File: src/rtl/scan_pkg.sv
// scan_pkg: shared types and constants for the scan select generator.
//   state_t  - scan FSM states
//   NUM_IDX  - number of scanned positions (decoder outputs)
//   IDX_W    - width of the position index
package scan_pkg;

  typedef enum logic [1:0] {
    IDLE,
    ACTIVE,
    BLANK
  } state_t;

  localparam int unsigned NUM_IDX = 8;
  localparam int unsigned IDX_W   = 3;

endpackage

File: src/rtl/scan_sel_gen_next_idx.sv
// scan_next_idx: combinational search for the next enabled scan position.
// Ports:
//   idx  - current index; search starts strictly above it and wraps mod NUM_IDX
//   mask - per-index enable, bit i enables index i
//   nxt  - nearest enabled index above idx (idx itself if it is the only one)
//   wrap - advance crosses the frame boundary (nxt <= idx)
//   none - no index enabled; nxt/wrap are meaningless
module scan_next_idx
  import scan_pkg::*;
(
  input  logic [IDX_W-1:0]   idx,
  input  logic [NUM_IDX-1:0] mask,
  output logic [IDX_W-1:0]   nxt,
  output logic               wrap,
  output logic               none
);

  logic [IDX_W-1:0] pos;

  // Walk distances from farthest to nearest so the nearest hit is the last
  // assignment; distance NUM_IDX truncates to idx itself (self re-select).
  always_comb begin
    nxt = idx;
    pos = idx;
    for (int unsigned k = NUM_IDX; k >= 1; k--) begin
      pos = idx + IDX_W'(k);
      if (mask[pos]) begin
        nxt = pos;
      end
    end
  end

  assign wrap = (nxt <= idx);
  assign none = (mask == '0);

endmodule

File: src/rtl/scan_sel_gen.sv
// scan_sel_gen: select generator feeding a 3-to-8 one-hot decoder.
// Steps a 3-bit index {A,B,C} through 8 positions, holding each for
// DWELL_CYCLES with disp_on high, then BLANK_CYCLES with disp_on low before
// the index changes. frame_done pulses on the first ACTIVE cycle of a frame.
// Ports:
//   clk        - clock, rising edge
//   rst        - asynchronous active-high reset
//   en         - scan enable (level); low returns to IDLE on the next edge
//   mask       - per-index enable (only when SCAN_SKIP_EN is defined)
//   A, B, C    - registered index bits 2, 1, 0
//   disp_on    - registered display enable
//   frame_done - registered one-cycle frame pulse
// Build option: define SCAN_SKIP_EN to add the mask port and skip disabled
// indices.
module scan_sel_gen
  import scan_pkg::*;
#(
  parameter int unsigned DWELL_CYCLES = 50000,
  parameter int unsigned BLANK_CYCLES = 4,
  parameter int unsigned CNT_W        = 16
) (
  input  logic               clk,
  input  logic               rst,
  input  logic               en,
`ifdef SCAN_SKIP_EN
  input  logic [NUM_IDX-1:0] mask,
`endif
  output logic               A,
  output logic               B,
  output logic               C,
  output logic               disp_on,
  output logic               frame_done
);

  localparam logic [CNT_W-1:0] DWELL_LAST = CNT_W'(DWELL_CYCLES - 1);
  localparam logic [CNT_W-1:0] BLANK_LAST =
    (BLANK_CYCLES > 0) ? CNT_W'(BLANK_CYCLES - 1) : '0;

  state_t           state_q, state_d;
  logic [IDX_W-1:0] idx_q, idx_d;
  logic [CNT_W-1:0] cnt_q, cnt_d;
  logic             disp_q, disp_d;
  logic             fd_q, fd_d;
  // park: waiting in BLANK for a non-empty mask; park_first: the wait began
  // at IDLE exit, so the eventual exit is a scan start (first index, no pulse).
  logic             park_q, park_d;
  logic             park_first_q, park_first_d;

  logic [IDX_W-1:0] adv_idx;
  logic [IDX_W-1:0] first_idx;
  logic             adv_wrap;
  logic             adv_none;
  logic             go_start;
  logic             go_adv;

`ifdef SCAN_SKIP_EN
  logic [IDX_W-1:0] query_idx;
  logic [IDX_W-1:0] nxt_idx;
  logic             nxt_wrap;
  logic             nxt_none;

  // Searching above the top index yields the lowest set bit, i.e. the first
  // index of a frame, so one search unit serves both start and advance.
  assign query_idx = ((state_q == IDLE) || park_first_q) ? '1 : idx_q;

  scan_next_idx u_next (
    .idx  (query_idx),
    .mask (mask),
    .nxt  (nxt_idx),
    .wrap (nxt_wrap),
    .none (nxt_none)
  );

  assign adv_idx   = nxt_idx;
  assign first_idx = nxt_idx;
  assign adv_wrap  = nxt_wrap;
  assign adv_none  = nxt_none;
`else
  assign adv_idx   = idx_q + 1'b1;
  assign first_idx = '0;
  assign adv_wrap  = (idx_q == '1);
  assign adv_none  = 1'b0;
`endif

  always_comb begin
    state_d      = state_q;
    idx_d        = idx_q;
    cnt_d        = cnt_q;
    disp_d       = disp_q;
    fd_d         = 1'b0;
    park_d       = park_q;
    park_first_d = park_first_q;
    go_start     = 1'b0;
    go_adv       = 1'b0;

    if (!en) begin
      state_d      = IDLE;
      idx_d        = '0;
      cnt_d        = '0;
      disp_d       = 1'b0;
      park_d       = 1'b0;
      park_first_d = 1'b0;
    end else begin
      unique case (state_q)
        IDLE: begin
          go_start = 1'b1;
        end
        ACTIVE: begin
          disp_d = 1'b1;
          if (cnt_q == DWELL_LAST) begin
            if (BLANK_CYCLES == 0) begin
              go_adv = 1'b1;
            end else begin
              state_d = BLANK;
              cnt_d   = '0;
              disp_d  = 1'b0;
            end
          end else begin
            cnt_d = cnt_q + 1'b1;
          end
        end
        BLANK: begin
          disp_d = 1'b0;
          if (park_q) begin
            go_start = park_first_q;
            go_adv   = !park_first_q;
          end else if (cnt_q == BLANK_LAST) begin
            go_adv = 1'b1;
          end else begin
            cnt_d = cnt_q + 1'b1;
          end
        end
        default: begin
          state_d = IDLE;
        end
      endcase

      if (go_start || go_adv) begin
        if (adv_none) begin
          state_d      = BLANK;
          cnt_d        = '0;
          disp_d       = 1'b0;
          park_d       = 1'b1;
          park_first_d = go_start;
        end else begin
          state_d      = ACTIVE;
          cnt_d        = '0;
          disp_d       = 1'b1;
          park_d       = 1'b0;
          park_first_d = 1'b0;
          idx_d        = go_start ? first_idx : adv_idx;
          fd_d         = go_adv && adv_wrap;
        end
      end
    end
  end

  always_ff @(posedge clk or posedge rst) begin
    if (rst) begin
      state_q      <= IDLE;
      idx_q        <= '0;
      cnt_q        <= '0;
      disp_q       <= 1'b0;
      fd_q         <= 1'b0;
      park_q       <= 1'b0;
      park_first_q <= 1'b0;
    end else begin
      state_q      <= state_d;
      idx_q        <= idx_d;
      cnt_q        <= cnt_d;
      disp_q       <= disp_d;
      fd_q         <= fd_d;
      park_q       <= park_d;
      park_first_q <= park_first_d;
    end
  end

  assign A          = idx_q[2];
  assign B          = idx_q[1];
  assign C          = idx_q[0];
  assign disp_on    = disp_q;
  assign frame_done = fd_q;

endmodule

File: config.mk
export PLATFORM = sky130hd
export DESIGN_NAME = scan_sel_gen
export DESIGN_NICKNAME = d
export VERILOG_FILES = /design/src/rtl/scan_pkg.sv /design/src/rtl/scan_sel_gen_next_idx.sv /design/src/rtl/scan_sel_gen.sv
export SDC_FILE = /design/constraint.sdc
export NUM_CORES = 1
export LEC_CHECK = 0
export CAP_MARGIN = 10
export CORE_UTILIZATION = 25
export CTS_BUF_LIST = sky130_fd_sc_hd__clkbuf_4
export DETAILED_ROUTE_END_ITERATION = 8
export PLACE_DENSITY = 0.52
export REMOVE_ABC_BUFFERS = 1
export SYNTH_ARGS = -nofsm -noshare
export SYNTH_HDL_FRONTEND = slang
export SYNTH_SLANG_ARGS = --single-unit
File: constraint.sdc
create_clock -name clk -period 3.7 [get_ports clk]
set_input_delay 0.925 -clock clk [delete_from_list [all_inputs] [get_ports clk]]
set_output_delay 0.925 -clock clk [all_outputs]
set_load 0.02 [all_outputs]
==> results.yml <==
routing:
  ant_nets: 0
  route.detailed.drc: 0
  finalWirelength_mm: 2.953
  drt_iter0_drc: 69
  wl_per_cell_microns: 13.36
  vias: 1103
  drt_pass1_iterations: 4
  drt-vias-per-instance: 4.991
placement:
  place_hpwl_mm: 2.108
  gp_congestion: 0.7591
  port_buffers: 7
critical_path:
  timing.critical_path.to_type: "register"
  start_kind: "register"
  worst-setup-path-type: "register to register"
  cp.required_ns: 3.91
  critical_path_peak_fanout: 15
  rr_worst_depth: 5
  crit_arrival_ns: 2.77
outcome:
  status: "finished clean"
power:
  max-vdd-ir-drop_mv: 0.1155
  power_per_cell_area_nw_per_um2: 285.2
  leakage_nw: 0.5686
synth:
  synth.yosys.warnings: 0
  synth_area_per_cell_sq_um: 9.314
  synthesis.instances: 144
  synthTopCellsByArea: "sky130_fd_sc_hd__dfrtp_1 43%, sky130_fd_sc_hd__ha_1 5.6%, sky130_fd_sc_hd__nand2_1 4.8%"
  mappedNetlistArea_sq_um: 1341
  synth_seq_area_share_pct: 42.91
  synth_top_area_share_pct: 42.91
  post-synth-top-area-cell: "sky130_fd_sc_hd__dfrtp_1"
  postSynthRegisterBits: 23
  distinct_cell_type_count_of_the_synthesized_netlist: 37
floorplanning:
  die_h_microns: 75.25
  floorplan.die_area_sq_um: 5662
  die_w_microns: 75.25
  initial_utilization_pct: 26.10
  standard_cell_rows: 26
  top_level_ports: 8
  fp.coreArea_sq_um: 5140
global_routing:
  globalRoute.totalOverflow: 0
  grt_start_max_net_pins: 24
  grt_antenna_before_repair: 0
  global_route_wire_length_before_repair_mm: 5.340
  global_route.usage.total_pct: 12.51
  first_global_vias: 1092
sta:
  worst-slew-pin-transition_ns: 0.8937
  timing.slew.headroom_pct: 40.36
  layout_worst_path_cycle_share_pct: 69.22
  setup_viol: 0
  clock_skew_ns: 0.008979
  post-route-min-period_ns: 2.561
  maxClockFrequency_ghz: 0.3905
  total_negative_slack_for_setup_checks_ns: 0
  rsz0062_at_grt: "false"
  finalHoldViolations: 0
  slew_violations: 0
  worst_hold_slack_after_final_layout_ns: 0.5642
final_layout:
  fillerInstances: 583
  final_net_count: 161
  insertedDiodeCount: 0
  layout_overhead_on_the_synthesized_area_pct: 12.31
  drive_above_1_share_pct: 7.285
clocking:
  clock_tree.htree_level_count: 1
  cts.path.max_buffers: 2
  holdBufCountCts: 0
  clk_latency_ns: 0.31
  cts.root.buffer_cell: "sky130_fd_sc_hd__clkbuf_4"
  clk_transition_reported_paths_ns: 0.13
  post_cts.resized_instances: 0
  numClockSinks: 23
  tritoncts: "yes"
  cts_setup_buffers: 0
  number_of_buffers_created_by_cts: 3
job:
  max-cap-violations: 0
hold_path:
  hold_depth: 2
  hold_path_class: "register to register"
-- through the flow --
step | instances | power (mW) | setup slack [ns] | utilization, % | cell area [sq um]
2_1_floorplan | 140 | 0.2915 | 1.445 | - | 1319
3_3_place_gp | 217 | 0.3078 | 1.225 | 28.72 | 1476
3_5_place_dp | 217 | 0.3086 | 1.172 | 28.72 | 1476
4_1_cts | 221 | 0.4387 | 1.149 | 29.31 | 1506
5_1_grt | 221 | 0.4552 | 1.057 | 29.31 | 1506
6_report | 221 | 0.4297 | 1.139 | 29.31 | 1506
-- per-layer routing --
layer	global-route usage, %	up-vias	share of wire, %
met3	1.205	4	2.7
met2	20.02	21	46
li1	-	540	-
met4	4.321	0	1.4
met1	17.69	538	50
met5	0	-	0
-- cell usage in the layout, fill, tap and decap left out --
cell type / n
sky130_fd_sc_hd__xor2_1: 5
sky130_fd_sc_hd__or4_4: 2
sky130_fd_sc_hd__o31ai_1: 1
sky130_fd_sc_hd__a31oi_1: 3
sky130_fd_sc_hd__nand4_1: 7
sky130_fd_sc_hd__nand3_1: 5
sky130_fd_sc_hd__a21oi_1: 10
sky130_fd_sc_hd__nor3_2: 1
sky130_fd_sc_hd__xnor2_1: 2
sky130_fd_sc_hd__o31a_1: 1
sky130_fd_sc_hd__nor3_1: 1
sky130_fd_sc_hd__nand2_1: 17
sky130_fd_sc_hd__o311ai_4: 1
sky130_fd_sc_hd__or3_1: 7
sky130_fd_sc_hd__a211oi_1: 1
sky130_fd_sc_hd__nor2_1: 13
sky130_fd_sc_hd__nor4_1: 4
sky130_fd_sc_hd__a311oi_1: 1
sky130_fd_sc_hd__inv_1: 7
sky130_fd_sc_hd__o41ai_1: 1
sky130_fd_sc_hd__dfrtp_1: 23
sky130_fd_sc_hd__ha_1: 6
sky130_fd_sc_hd__clkdlybuf4s50_1: 7
sky130_fd_sc_hd__and4_1: 2
sky130_fd_sc_hd__a31o_2: 1
sky130_fd_sc_hd__and2_1: 1
sky130_fd_sc_hd__and3_1: 3
sky130_fd_sc_hd__clkinv_1: 1
sky130_fd_sc_hd__clkbuf_4: 4
sky130_fd_sc_hd__or4b_2: 1
sky130_fd_sc_hd__nand4b_1: 1
sky130_fd_sc_hd__nor3_4: 1
sky130_fd_sc_hd__o21ai_0: 4
sky130_fd_sc_hd__or4_1: 2
sky130_fd_sc_hd__o21ai_1: 1
sky130_fd_sc_hd__nor2b_1: 1
sky130_fd_sc_hd__mux2i_1: 2
-- worst max-delay path, cell delays in order (launching register included) --
cell and delay, ns:
sky130_fd_sc_hd__dfrtp_1 0.45, sky130_fd_sc_hd__or4_4 0.53, sky130_fd_sc_hd__or4_4 0.49, sky130_fd_sc_hd__o311ai_4 0.69, sky130_fd_sc_hd__a31o_2 0.25, sky130_fd_sc_hd__nor2_1 0.05
-- final cells by class --
type / instances / area [sq um] / area share (%)
inverters: 8 / 30.03 / 1.993
multi-input cells: 109 / 713.2 / 47.34
well taps: 70 / 87.58 / 5.814
flip-flops and latches: 23 / 575.6 / 38.21
clock buffers: 4 / 30.03 / 1.993
repair buffers: 7 / 70.07 / 4.651
-- path summary, 6_finish.rpt --
| path | end | slack (ns) | from |
|---|---|---|---|
| setup / recovery | cnt_q[8] | 1.14 | cnt_q[13] |
| hold / removal | state_q[0] | 0.56 | state_q[0] |
| setup reg to reg | cnt_q[8] | 1.14 | cnt_q[13] |
| hold reg to reg | state_q[0] | 0.56 | state_q[0] |
| max in group asynchronous | idx_q[2] | 2.06 | rst |
| min in group asynchronous | cnt_q[7] | 1.09 | rst |
-- synth_stat cells --
library cell / number
sky130_fd_sc_hd__and2_1: 1
sky130_fd_sc_hd__o311ai_4: 1
sky130_fd_sc_hd__clkbuf_1: 3
sky130_fd_sc_hd__a31o_2: 1
sky130_fd_sc_hd__nor2_1: 13
sky130_fd_sc_hd__a31oi_1: 3
sky130_fd_sc_hd__or4b_2: 1
sky130_fd_sc_hd__a311oi_1: 1
sky130_fd_sc_hd__dfrtp_1: 23
sky130_fd_sc_hd__and4_1: 2
sky130_fd_sc_hd__nand3_1: 5
sky130_fd_sc_hd__nor2b_1: 1
sky130_fd_sc_hd__clkinv_1: 1
sky130_fd_sc_hd__nor4_1: 4
sky130_fd_sc_hd__xnor2_1: 2
sky130_fd_sc_hd__or3_1: 7
sky130_fd_sc_hd__xor2_1: 5
sky130_fd_sc_hd__buf_6: 1
sky130_fd_sc_hd__o21ai_1: 1
sky130_fd_sc_hd__o21ai_0: 4
sky130_fd_sc_hd__and3_1: 3
sky130_fd_sc_hd__o41ai_1: 1
sky130_fd_sc_hd__nand2_1: 17
sky130_fd_sc_hd__nor3_1: 1
sky130_fd_sc_hd__o31a_1: 1
sky130_fd_sc_hd__inv_1: 7
sky130_fd_sc_hd__or4_4: 2
sky130_fd_sc_hd__o31ai_1: 1
sky130_fd_sc_hd__nand4b_1: 1
sky130_fd_sc_hd__nor3_4: 1
sky130_fd_sc_hd__or4_1: 2
sky130_fd_sc_hd__nor3_2: 1
sky130_fd_sc_hd__ha_1: 6
sky130_fd_sc_hd__a211oi_1: 1
sky130_fd_sc_hd__mux2i_1: 2
sky130_fd_sc_hd__nand4_1: 7
sky130_fd_sc_hd__a21oi_1: 10
-- registers in the layout (all words and copies together) (netlist names) --
| name | flops |
|---|---|
| idx_q | 3 |
| frame_done | 1 |
| state_q | 2 |
| disp_on | 1 |
| cnt_q | 16 |
-- cells by family (layout without fill, tap and decap cells) --
group / Yosys count / in the layout / synth area share, %
and+or+nand+nor: 69 / 69 / 28.82
AOI/OAI and AO/OA: 25 / 25 / 12.69
DFF: 23 / 23 / 42.91
buffers and inverters: 12 / 19 / 3.918
xor gates and xnor gates: 7 / 7 / 4.571
adders and majority gates: 6 / 6 / 5.597
muxes: 2 / 2 / 1.493
-- report_power, final --
part	internal (mW)	total [mW]	switching, mW	leakage (nW)
sequential	0.254	0.257	0.00249	0.318
combinational	0.0139	0.0457	0.0318	0.232
clock	0.0494	0.127	0.0777	0.0184
total	0.318	0.430	0.112	0.569
Note: power is estimated with default switching activity, not from simulation.
